**config.mk**
```make
export PLATFORM = sky130hd
export DESIGN_NAME = mm_code_judge_flat
export DESIGN_NICKNAME = d
export VERILOG_FILES = /design/src/rtl/mm_pkg.sv /design/src/rtl/mm_code_judge_if.sv /design/src/rtl/mm_scorer.sv /design/src/rtl/mm_code_judge.sv /design/src/flat_wrapper.sv
export SDC_FILE = /design/constraint.sdc
export NUM_CORES = 1
export LEC_CHECK = 0
export ABC_AREA = 1
export CORE_UTILIZATION = 35
export CTS_CLUSTER_SIZE = 8
export DETAILED_ROUTE_END_ITERATION = 8
export PLACE_DENSITY = 0.53
export SKIP_CTS_REPAIR_TIMING = 1
export SLEW_MARGIN = 20
export SYNTH_ARGS = -nofsm -noshare
export SYNTH_HDL_FRONTEND = slang
export SYNTH_SLANG_ARGS = --single-unit
```
**constraint.sdc**
```tcl
create_clock -name clk -period 9.3 [get_ports clk]
set_clock_uncertainty 0.2 [all_clocks]
set_input_delay 1.86 -clock clk [delete_from_list [all_inputs] [get_ports clk]]
set_output_delay 1.86 -clock clk [all_outputs]
set_load 0.01 [all_outputs]
```
**src/rtl/mm_pkg.sv**
```systemverilog
// Shared types and constants for the Mastermind code judge.
// Holds the FSM state encoding, default geometry and the score-width helper.
package mm_pkg;

    localparam int MM_DIGITS      = 4;
    localparam int MM_DIGIT_W     = 4;
    localparam int MM_MAX_GUESSES = 8;

    typedef enum logic [2:0] {
        MM_IDLE       = 3'd0,
        MM_WAIT_CODE  = 3'd1,
        MM_WAIT_GUESS = 3'd2,
        MM_SCORE      = 3'd3,
        MM_DONE       = 3'd4
    } mm_judge_state_t;

    // Width needed to hold a count in 0..digits.
    function automatic int score_w(input int digits);
        return $clog2(digits + 1);
    endfunction

endpackage

```
**src/rtl/mm_code_judge_if.sv**
```systemverilog
// Player-facing bus of the code judge: round control, enters, switch bus and score outputs.
// master drives the player side, slave is the judge.
interface mm_code_judge_if
    import mm_pkg::*;
#(
    parameter int DIGITS      = MM_DIGITS,
    parameter int DIGIT_W     = MM_DIGIT_W,
    parameter int MAX_GUESSES = MM_MAX_GUESSES
) ();

    localparam int SW = score_w(DIGITS);
    localparam int GW = $clog2(MAX_GUESSES + 1);

    logic                        take_code;
    logic                        active_p;
    logic                        enterA;
    logic                        enterB;
    logic [DIGITS*DIGIT_W-1:0]   code_in;

    logic                        code_loaded;
    logic                        result_valid;
    logic [SW-1:0]               exact_cnt;
    logic [SW-1:0]               partial_cnt;
    logic [GW-1:0]               guesses_left;
    logic                        game_over;
    logic                        winner_p;
    logic                        code_err;

    modport master (
        output take_code, active_p, enterA, enterB, code_in,
        input  code_loaded, result_valid, exact_cnt, partial_cnt,
               guesses_left, game_over, winner_p, code_err
    );

    modport slave (
        input  take_code, active_p, enterA, enterB, code_in,
        output code_loaded, result_valid, exact_cnt, partial_cnt,
               guesses_left, game_over, winner_p, code_err
    );

endinterface

```
**src/rtl/mm_scorer.sv**
```systemverilog
// Combinational Mastermind scorer: exact hits and colour-only (partial) hits.
// Partial = sum over symbols of min(secret count, guess count) minus exact.
module mm_scorer
    import mm_pkg::*;
#(
    parameter int DIGITS  = MM_DIGITS,
    parameter int DIGIT_W = MM_DIGIT_W
) (
    input  logic [DIGITS*DIGIT_W-1:0] secret,
    input  logic [DIGITS*DIGIT_W-1:0] guess,
    output logic [score_w(DIGITS)-1:0] exact,
    output logic [score_w(DIGITS)-1:0] partial
);

    localparam int SW   = score_w(DIGITS);
    localparam int NSYM = 1 << DIGIT_W;

    logic [SW-1:0] exact_s;
    logic [SW-1:0] total_s;
    logic [SW-1:0] cnt_sec_s;
    logic [SW-1:0] cnt_gue_s;

    // Count positional matches, then per-symbol overlap of the two multisets.
    always_comb begin
        exact_s   = '0;
        total_s   = '0;
        cnt_sec_s = '0;
        cnt_gue_s = '0;
        for (int i = 0; i < DIGITS; i++) begin
            if (secret[i*DIGIT_W +: DIGIT_W] == guess[i*DIGIT_W +: DIGIT_W]) begin
                exact_s = exact_s + SW'(1'b1);
            end else begin
                exact_s = exact_s;
            end
        end
        for (int v = 0; v < NSYM; v++) begin
            cnt_sec_s = '0;
            cnt_gue_s = '0;
            for (int i = 0; i < DIGITS; i++) begin
                if (secret[i*DIGIT_W +: DIGIT_W] == DIGIT_W'(v)) begin
                    cnt_sec_s = cnt_sec_s + SW'(1'b1);
                end else begin
                    cnt_sec_s = cnt_sec_s;
                end
                if (guess[i*DIGIT_W +: DIGIT_W] == DIGIT_W'(v)) begin
                    cnt_gue_s = cnt_gue_s + SW'(1'b1);
                end else begin
                    cnt_gue_s = cnt_gue_s;
                end
            end
            total_s = total_s + ((cnt_sec_s < cnt_gue_s) ? cnt_sec_s : cnt_gue_s);
        end
    end

    assign exact   = exact_s;
    assign partial = total_s - exact_s;

endmodule

```
**src/rtl/mm_code_judge.sv**
```systemverilog
// Mastermind round judge: captures the setter's code, scores guesses, declares the winner.
// Optional MM_NO_REPEAT_EN rejects setter codes containing a repeated digit.
module mm_code_judge
    import mm_pkg::*;
#(
    parameter int DIGITS      = MM_DIGITS,
    parameter int DIGIT_W     = MM_DIGIT_W,
    parameter int MAX_GUESSES = MM_MAX_GUESSES
) (
    input  logic clk,
    input  logic reset,
    mm_code_judge_if.slave bus
);

    localparam int SW = score_w(DIGITS);
    localparam int GW = $clog2(MAX_GUESSES + 1);
    localparam int CW = DIGITS * DIGIT_W;

    localparam logic [2:0] ST_IDLE       = MM_IDLE;
    localparam logic [2:0] ST_WAIT_CODE  = MM_WAIT_CODE;
    localparam logic [2:0] ST_WAIT_GUESS = MM_WAIT_GUESS;
    localparam logic [2:0] ST_SCORE      = MM_SCORE;
    localparam logic [2:0] ST_DONE       = MM_DONE;

    logic [2:0]    state_r;
    logic [CW-1:0] secret_r;
    logic [CW-1:0] guess_r;
    logic          code_loaded_r;
    logic          result_valid_r;
    logic [SW-1:0] exact_r;
    logic [SW-1:0] partial_r;
    logic [GW-1:0] guesses_left_r;
    logic          game_over_r;
    logic          winner_r;
    logic          code_err_r;

    logic          setter_enter_s;
    logic          guesser_enter_s;
    logic          code_ok_s;
    logic [SW-1:0] exact_s;
    logic [SW-1:0] partial_s;
    logic [GW-1:0] gl_dec_s;

    assign setter_enter_s  = bus.active_p ? bus.enterA : bus.enterB;
    assign guesser_enter_s = bus.active_p ? bus.enterB : bus.enterA;
    assign gl_dec_s        = (guesses_left_r == '0) ? '0 : (guesses_left_r - GW'(1'b1));

    mm_scorer #(
        .DIGITS  (DIGITS),
        .DIGIT_W (DIGIT_W)
    ) u_scorer (
        .secret  (secret_r),
        .guess   (guess_r),
        .exact   (exact_s),
        .partial (partial_s)
    );

`ifdef MM_NO_REPEAT_EN
    // True when any two positions of the code hold the same symbol.
    function automatic logic has_repeat(input logic [CW-1:0] code);
        logic rep;
        rep = 1'b0;
        for (int i = 0; i < DIGITS; i++) begin
            for (int j = i + 1; j < DIGITS; j++) begin
                if (code[i*DIGIT_W +: DIGIT_W] == code[j*DIGIT_W +: DIGIT_W]) begin
                    rep = 1'b1;
                end else begin
                    rep = rep;
                end
            end
        end
        return rep;
    endfunction

    assign code_ok_s = ~has_repeat(bus.code_in);
`else
    assign code_ok_s = 1'b1;
`endif

    // Round FSM; dropping take_code abandons the round ahead of any enter.
    always_ff @(posedge clk or negedge reset) begin
        if (!reset) begin
            state_r        <= ST_IDLE;
            secret_r       <= '0;
            guess_r        <= '0;
            code_loaded_r  <= 1'b0;
            result_valid_r <= 1'b0;
            exact_r        <= '0;
            partial_r      <= '0;
            guesses_left_r <= '0;
            game_over_r    <= 1'b0;
            winner_r       <= 1'b0;
            code_err_r     <= 1'b0;
        end else if (!bus.take_code) begin
            state_r        <= ST_IDLE;
            secret_r       <= '0;
            guess_r        <= '0;
            code_loaded_r  <= 1'b0;
            result_valid_r <= 1'b0;
            exact_r        <= '0;
            partial_r      <= '0;
            guesses_left_r <= '0;
            game_over_r    <= 1'b0;
            winner_r       <= 1'b0;
            code_err_r     <= 1'b0;
        end else begin
            result_valid_r <= 1'b0;
            code_err_r     <= 1'b0;
            case (state_r)
                ST_IDLE: begin
                    state_r <= ST_WAIT_CODE;
                end
                ST_WAIT_CODE: begin
                    if (setter_enter_s && code_ok_s) begin
                        secret_r       <= bus.code_in;
                        code_loaded_r  <= 1'b1;
                        guesses_left_r <= GW'(MAX_GUESSES);
                        state_r        <= ST_WAIT_GUESS;
                    end else if (setter_enter_s) begin
                        code_err_r <= 1'b1;
                    end else begin
                        state_r <= ST_WAIT_CODE;
                    end
                end
                ST_WAIT_GUESS: begin
                    // result_valid rises with SCORE; the counts follow when SCORE ends.
                    if (guesser_enter_s) begin
                        guess_r        <= bus.code_in;
                        result_valid_r <= 1'b1;
                        state_r        <= ST_SCORE;
                    end else begin
                        state_r <= ST_WAIT_GUESS;
                    end
                end
                ST_SCORE: begin
                    exact_r        <= exact_s;
                    partial_r      <= partial_s;
                    guesses_left_r <= gl_dec_s;
                    if (exact_s == SW'(DIGITS)) begin
                        state_r     <= ST_DONE;
                        game_over_r <= 1'b1;
                        winner_r    <= ~bus.active_p;
                    end else if (gl_dec_s == '0) begin
                        state_r     <= ST_DONE;
                        game_over_r <= 1'b1;
                        winner_r    <= bus.active_p;
                    end else begin
                        state_r <= ST_WAIT_GUESS;
                    end
                end
                ST_DONE: begin
                    state_r <= ST_DONE;
                end
                default: begin
                    state_r <= ST_IDLE;
                end
            endcase
        end
    end

    assign bus.code_loaded  = code_loaded_r;
    assign bus.result_valid = result_valid_r;
    assign bus.exact_cnt    = exact_r;
    assign bus.partial_cnt  = partial_r;
    assign bus.guesses_left = guesses_left_r;
    assign bus.game_over    = game_over_r;
    assign bus.winner_p     = winner_r;
    assign bus.code_err     = code_err_r;

endmodule
```
**src/flat_wrapper.sv**
```systemverilog
// flat-port wrapper written by rule: the top's interface ports become plain ports
module mm_code_judge_flat import mm_pkg::*;
#(
    parameter int DIGITS      = MM_DIGITS,
    parameter int DIGIT_W     = MM_DIGIT_W,
    parameter int MAX_GUESSES = MM_MAX_GUESSES
)
  (clk, reset, bus_take_code, bus_active_p, bus_enterA, bus_enterB, bus_code_in, bus_code_loaded, bus_result_valid, bus_exact_cnt, bus_partial_cnt, bus_guesses_left, bus_game_over, bus_winner_p, bus_code_err);
  mm_code_judge_if #(.DIGITS(DIGITS), .DIGIT_W(DIGIT_W), .MAX_GUESSES(MAX_GUESSES)) bus_i ();
  input  logic clk;
  input  logic reset;
  input wire logic [$bits(bus_i.take_code)-1:0] bus_take_code;
  input wire logic [$bits(bus_i.active_p)-1:0] bus_active_p;
  input wire logic [$bits(bus_i.enterA)-1:0] bus_enterA;
  input wire logic [$bits(bus_i.enterB)-1:0] bus_enterB;
  input wire logic [$bits(bus_i.code_in)-1:0] bus_code_in;
  output wire logic [$bits(bus_i.code_loaded)-1:0] bus_code_loaded;
  output wire logic [$bits(bus_i.result_valid)-1:0] bus_result_valid;
  output wire logic [$bits(bus_i.exact_cnt)-1:0] bus_exact_cnt;
  output wire logic [$bits(bus_i.partial_cnt)-1:0] bus_partial_cnt;
  output wire logic [$bits(bus_i.guesses_left)-1:0] bus_guesses_left;
  output wire logic [$bits(bus_i.game_over)-1:0] bus_game_over;
  output wire logic [$bits(bus_i.winner_p)-1:0] bus_winner_p;
  output wire logic [$bits(bus_i.code_err)-1:0] bus_code_err;
  assign bus_i.take_code = bus_take_code;
  assign bus_i.active_p = bus_active_p;
  assign bus_i.enterA = bus_enterA;
  assign bus_i.enterB = bus_enterB;
  assign bus_i.code_in = bus_code_in;
  assign bus_code_loaded = bus_i.code_loaded;
  assign bus_result_valid = bus_i.result_valid;
  assign bus_exact_cnt = bus_i.exact_cnt;
  assign bus_partial_cnt = bus_i.partial_cnt;
  assign bus_guesses_left = bus_i.guesses_left;
  assign bus_game_over = bus_i.game_over;
  assign bus_winner_p = bus_i.winner_p;
  assign bus_code_err = bus_i.code_err;
  mm_code_judge #(.DIGITS(DIGITS), .DIGIT_W(DIGIT_W), .MAX_GUESSES(MAX_GUESSES)) u_core (.clk(clk), .reset(reset), .bus(bus_i));
endmodule
```
# Yosys cells after proc, flatten, opt, wreduce, memory -nomap -nowiden
# Index checks and enable logic that the tools add are counted.
[word_totals] reg_bits=49 in_bits=22 output_inout_bits=15 wordCells=479
[classes] addsub=116 n_lt_le_gt_ge=16 n_eq_ne=137 mux=184 bitwise_logic=1 n_reduce_logical=15
[ops] operator="two-way mux 3 bit" count=122
[ops] operator="adder 3 x 1 -> 3 bit (second input constant)" count=99
[ops] operator="== test 4 bit (second input constant)" count=64
[ops] operator="== test 4 x 3 -> 1 bit (second input constant)" count=32
[ops] operator="two-way mux 16 bit" count=6
[ops] operator="== test 4 x 2 -> 1 bit (second input constant)" count=16
[ops] operator="two-way mux 1 bit" count=50
[ops] operator="< comparator 3 bit" count=16
[ops] operator="adder 3 bit" count=15
[ops] operator="zero test 4 bit" count=10
[ops] operator="== test 4 x 1 -> 1 bit (second input constant)" count=8
[ops] operator="== test 4 bit" count=4
[ops] operator="one-hot mux 3 bit (5 select lines)" count=1
[ops] operator="two-way mux 4 bit" count=3
[ops] operator="inequality test 2 x 1 -> 1 bit (second input constant)" count=5
[ops] operator="one-hot mux 4 bit (2 select lines)" count=1
[ops] operator="AND reduction 2 bit" count=4
[ops] operator="== test 3 x 2 -> 1 bit (second input constant)" count=2
[ops] operator="== test 3 bit (second input constant)" count=2
[ops] operator="inequality test 3 x 1 -> 1 bit (second input constant)" count=2
[ops] operator="subtractor 4 x 1 -> 4 bit (second input constant)" count=1
[ops] operator="== test 3 x 1 -> 1 bit (second input constant)" count=1
[ops] operator="zero test 3 bit" count=1
[ops] operator="inequality test 3 x 2 -> 1 bit (second input constant)" count=1
[ops] operator="3 further kinds" count=3

# Depth between registers and ports, before layout
[depth] depth_word=28 mapped_depth=43 mapped_depth_nobuf=43

# Hierarchy
# From an unflattened synthesis, not the netlist that was laid out.
[unflattened] hier_cells=1571 area_unflattened_um2=9918.3
[by_module_without_submodules] mod="mm_scorer" instances=1 cells_per_inst=1334 area_each_um2=7653.6 seq_area_each_um2=0.0
[by_module_without_submodules] mod="mm_code_judge" instances=1 cells_per_inst=237 area_each_um2=2264.7 seq_area_each_um2=1226.2

# Worst setup path before layout
# OpenSTA, ideal clock, no wires.
[synth_path] path_kind="register -> register" from="register u_core.secret_r[3]" to="register u_core.partial_r[2], in the netlist u_core.bus.partial_cnt[2]" setup_time_ns=0.117 arrival_ns=6.342 required_time_ns=8.983 slack_ns=2.641 stages_incl_launch_ff=38 n_path_buf=0 synth_period_minus_slack_ns=6.659 cell_sequence="dfrtp_1 > inv_1 > nor2_1 > inv_1 > nor2_1 > ha_1 > or2_2 > nand2_1 > inv_1 > ha_1 > nand3_1 > nand2_1 > and2_1 > ha_1 > a21oi_1 > nand2_1 > o21ai_0 > fa_1 > [2 not listed] > fa_1 > fa_1 > inv_1 > fa_1 > inv_1 > nand2_1 > nand2_1 > nand2_1 > nand2_1 > inv_1 > nand2_1 > nand2_1 > inv_1 > nand3_1 > nand2_1 > nand2_1 > nand3_1 > nand2_1"
[synth_via] elab_chain_cells=28 word_cells_on_any_way=186 classes_between="67 x add/sub; 16 x order compare; 16 x eq/ne; 86 x mux; 1 x reduce/logical"
[synth_rtl] item="start: declaration" line_no="mm_code_judge.sv:26" source="logic [CW-1:0] secret_r;"
[synth_rtl] item="start signal: assignment" line_no="mm_code_judge.sv:115" source="secret_r <= bus.code_in;"
[synth_rtl] item="== test 4 x 1 -> 1 bit / zero test 4 bit (equally long branches)" line_no="mm_scorer.sv:40" source="if (secret[i*DIGIT_W +: DIGIT_W] == DIGIT_W'(v)) begin"
[synth_rtl] item="two-way mux 1 bit" line_no="mm_scorer.sv:40"
[synth_rtl] item="adder 3 x 1 -> 3 bit" line_no="mm_scorer.sv:41" source="cnt_sec_s = cnt_sec_s + SW'(1'b1);"
[synth_rtl] item="two-way mux 3 bit" line_no="mm_scorer.sv:40"
[synth_rtl] item="adder 3 x 1 -> 3 bit" line_no="mm_scorer.sv:41"
[synth_rtl] item="two-way mux 3 bit" line_no="mm_scorer.sv:40"
[synth_rtl] item="adder 3 x 1 -> 3 bit" line_no="mm_scorer.sv:41"
[synth_rtl] item="two-way mux 3 bit" line_no="mm_scorer.sv:40"
[synth_rtl] item="< comparator 3 bit" line_no="mm_scorer.sv:51" source="total_s = total_s + ((cnt_sec_s < cnt_gue_s) ? cnt_sec_s : cnt_gue_s);"
[synth_rtl] item="two-way mux 3 bit" line_no="mm_scorer.sv:51"
[synth_rtl] item="adder 3 bit (15 in a row)" line_no="mm_scorer.sv:51"
[synth_rtl] item="subtractor 3 bit (*)" line_no="mm_scorer.sv:56" source="assign partial = total_s - exact_s;"
[synth_rtl] item="two-way mux 3 bit (*)" line_no="mm_code_judge.sv:109" source="case (state_r)"
[synth_rtl] item="two-way mux 3 bit (*)" line_no="mm_code_judge.sv:94" source="end else if (!bus.take_code) begin"
[synth_rtl] item="end signal: assignment" line_no="mm_code_judge.sv:137" source="partial_r <= partial_s;"
[synth_rtl] item="end: declaration" line_no="mm_code_judge.sv:31" source="logic [SW-1:0] partial_r;"
# Every way passes the cells marked *; elsewhere a longest branch is shown, timed or not. The select of a mux whose other input is x is not followed.
# A chain may end at the register's enable or synchronous reset.

# Worst setup path after layout
[layout_path] from="register u_core.guess_r[8]" to="register u_core.partial_r[2], in the netlist u_core.bus.partial_cnt[2]"
[layout_via] elab_chain_cells=24 word_cells_on_any_way=118 classes_between="33 x add/sub; 16 x order compare; 16 x eq/ne; 52 x mux; 1 x reduce/logical"
[layout_rtl] item="start: declaration" line_no="mm_code_judge.sv:27" source="logic [CW-1:0] guess_r;"
[layout_rtl] item="start signal: assignment" line_no="mm_code_judge.sv:128" source="guess_r <= bus.code_in;"
[layout_rtl] item="== test 4 x 1 -> 1 bit / zero test 4 bit (equally long branches)" line_no="mm_scorer.sv:45" source="if (guess[i*DIGIT_W +: DIGIT_W] == DIGIT_W'(v)) begin"
[layout_rtl] item="two-way mux 3 bit" line_no="mm_scorer.sv:45"
[layout_rtl] item="adder 3 x 1 -> 3 bit" line_no="mm_scorer.sv:46" source="cnt_gue_s = cnt_gue_s + SW'(1'b1);"
[layout_rtl] item="two-way mux 3 bit" line_no="mm_scorer.sv:45"
[layout_rtl] item="< comparator 3 bit" line_no="mm_scorer.sv:51"
[layout_rtl] item="two-way mux 3 bit" line_no="mm_scorer.sv:51"
[layout_rtl] item="adder 3 bit (15 in a row)" line_no="mm_scorer.sv:51"
[layout_rtl] item="subtractor 3 bit (*)" line_no="mm_scorer.sv:56"
[layout_rtl] item="two-way mux 3 bit (*)" line_no="mm_code_judge.sv:109"
[layout_rtl] item="two-way mux 3 bit (*)" line_no="mm_code_judge.sv:94"
# Marked as above.

==> flow_summary_export.csv <==
group,metric,value,unit
finish,fillCellCount,2886,
floorplan,die_area,27300,sq um
clock_tree,cts_max_level,2,
worst_setup_path,crit_path_start_kind,"flip-flop",
grt,track_usage,0.229,
route,routed-wl-met3,1030,um
clock_tree,clk_latency,0.30,ns
clock_tree,cts.clk_slew.worst_paths,0.07,ns
yosys,syn_nets,1669,
route,ant_nets,0,
timing,slew_violations,0,
route,drt-wirelength-per-cell,16.1,um
grt,grt_first_pass_wirelength,47000,um
yosys,yosysSeqAreaShare,0.131,
place,place_area,10100,sq um
finish,areaGrowthSynthToFinish,9.65,%
worst_setup_path,cp_data_arrival_time,7.52,ns
route,top_layer,"met4",
timing,setup_tns,0,ns
clock_tree,cts_buffers,5,
yosys,ys_ff_latch,49,
finish,antenna_cells,0,
pwr,irDropWorstVdd,0.137,mV
yosys,yosysTopAreaCell,"ha_1",
timing,rsz0062_at_grt,"no",
finish,nets,1705,
yosys,synth-edff-count,0,
route,viasPerCell,4.89,
worst_setup_path,cpMaxStageDelayCell,"o21ai_0",
flow_run,drv_cap,0,
yosys,syn_area,9330,sq um
clock_tree,clk_path_buf_depth,2,
run_status,status,"finished with violations",
yosys,async_reset_ff_frac,1.00,
yosys,synth.area.top_cells,"ha_1 (20%), nand2_1 (15%), dfrtp_1 (13%)",
route,route.met2.wl,13500,um
floorplan,die_y,165,um
place,dp.final_hpwl,25500,um
pwr,power_density,134,nW/um^2
timing,worst_pin_slew,0.973,ns
finish,drive_gt1_frac,0.0344,
finish,utilization,0.392,
yosys,synth_cells,1474,
route,firstDrtPassIters,8,
timing,slew_headroom,0.349,
yosys,ys_top_cells_by_count,"nand2_1 (372), inv_1 (255), nor2_1 (221), ha_1 (151), o21ai_0 (83)",
worst_setup_path,critPathKind,"reg -> reg",
clock_tree,cts.sinks,49,
worst_setup_path,cp_max_fo,6,
timing,post-route-period-util,0.809,
worst_setup_path,slowest_delay,0.58,ns
route,via_count,9030,
floorplan,core,26100,sq um
route,drt_iter0_drc,635,
route,drt-met1-wl,14400,um
timing,fmax,133,MHz
worst_setup_path,worstPathRequired,9.30,ns
grt,grt_pass1_vias,8626,
place,globalplace.congestion,0.944,
floorplan,start_util,0.357,
pwr,p_leak,0.00545,uW
yosys,synthFlopType,"dfrtp_1",
clock_tree,root_buffer,"clkbuf_16",
run_status,violations,"design-rule violations",
route,route.detailed.drc,8,
route,wl,29600,um
worst_hold_path,hp-class,"reg -> reg",
grt,grt_max_degree,50,
floorplan,fp.dieW,165,um
worst_setup_path,crit_top_cell,"nand2_1",
floorplan,pin_count,37,
grt,antenna_found_initial,0,
yosys,yosysUniqueCellTypes,37,
grt,overflow,0,
floorplan,rows,59,
timing,period_needed,7.52,ns
place,io_buffers,35,
yosys,syn_avg_cell_area,6.33,sq um
worst_setup_path,end_kind,"flip-flop",
clock_tree,cts_tree,"built",
yosys,synth_top_area_frac,0.202,
yosys,synthMostInstantiatedCell,"nand2_1",
timing,setup_violations,0,
finish,fin_area,10200,sq um
timing,final_hold_viol_count,0,
yosys,yosys_warnings,0,
per-stage QoR:
| stage | power (uW) | instances | setup slack, ns | hold WS (ns) |
|---|---|---|---|---|
| 2_1_floorplan | 931 | 1474 | 2.64 | 0.316 |
| 3_3_place_gp | 1180 | 1838 | 1.86 | 0.269 |
| 3_5_place_dp | 1180 | 1838 | 1.84 | 0.273 |
| 4_1_cts | 1390 | 1846 | 1.82 | 0.293 |
| 5_1_grt | 1540 | 1846 | 1.29 | 0.335 |
| 6_report | 1370 | 1846 | 1.78 | 0.284 |
final cells by class:
cell class              instances  area (sq um)  share of cell area
clock buffers                   5           125              0.0122
repair buffers                 38           368              0.0360
well taps                     335           419              0.0410
clock inverters                 3          26.3             0.00257
flip-flops and latches         49          1230               0.120
inverters                     256           961              0.0939
multi-input cells            1160          7110               0.695
registers in the layout (all words and copies together), names as in the netlist:
register / count
u_core.bus.exact_cnt: 3
u_core.guess_r: 16
u_core.bus.winner_p: 1
u_core.bus.guesses_left: 4
u_core.bus.result_valid: 1
u_core.bus.code_loaded: 1
u_core.bus.partial_cnt: 3
u_core.state_r: 3
u_core.bus.game_over: 1
u_core.secret_r: 16
worst max-delay path, delay by kind of cell, from the launching register on:
family,cells,cell delay (ns)
adder cells (fa/ha/maj),8,3.72
AND/OR/NAND/NOR,13,1.49
AO/OA/AOI/OAI,4,1.11
flip-flops,1,0.46
multiplexers,1,0.24
buffers and inverters,4,0.21
cell usage in the layout (no fill, tap or decap), types with 34 or more instances in the layout:
cell and n:
dfrtp_1 49, inv_1 255, nor2_1 221, nand2_1 372
ha_1 151, clkdlybuf4s50_1 34, nand3_1 77, xor2_1 59
o21ai_0 83, a21oi_1 46
per-layer routing:
| layer | up-vias | GRT usage |
|---|---|---|
| met2 | 173 | 0.394 |
| met1 | 4179 | 0.310 |
| li1 | 4647 | - |
| met4 | 0 | 0.0546 |
| met5 | - | 0 |
| met3 | 31 | 0.0147 |
cell families after synthesis:
group | count (synthesis) | synth area share
compound gates | 154 | 0.0890
xor+xnor | 84 | 0.0788
fa+ha+maj | 173 | 0.250
buf+inv | 265 | 0.107
flops | 49 | 0.131
mux | 25 | 0.0280
other cells | 1 | 0.000402
simple gates | 723 | 0.316
power by group:
| part | switching, uW | internal, uW |
|---|---|---|
| registers | 15.4 | 226 |
| logic | 572 | 362 |
| clock network | 92.8 | 103 |
| total | 680 | 691 |
worst paths after layout:
kind / from / to / slack, ns / cells past startpoint
min in group asynchronous: reset / u_core.secret_r[10] / 1.47 / 2
max in group asynchronous: reset / u_core.bus.guesses_left[3] / 6.97 / 2
worst min-delay path: u_core.bus.exact_cnt[0] / u_core.bus.exact_cnt[0] / 0.28 / 2
worst max register to register: u_core.guess_r[8] / u_core.bus.partial_cnt[2] / 1.78 / 30
worst min register to register: u_core.bus.exact_cnt[0] / u_core.bus.exact_cnt[0] / 0.28 / 2
worst max-delay path: u_core.guess_r[8] / u_core.bus.partial_cnt[2] / 1.78 / 30
Note: power is estimated with default switching activity, not from simulation.
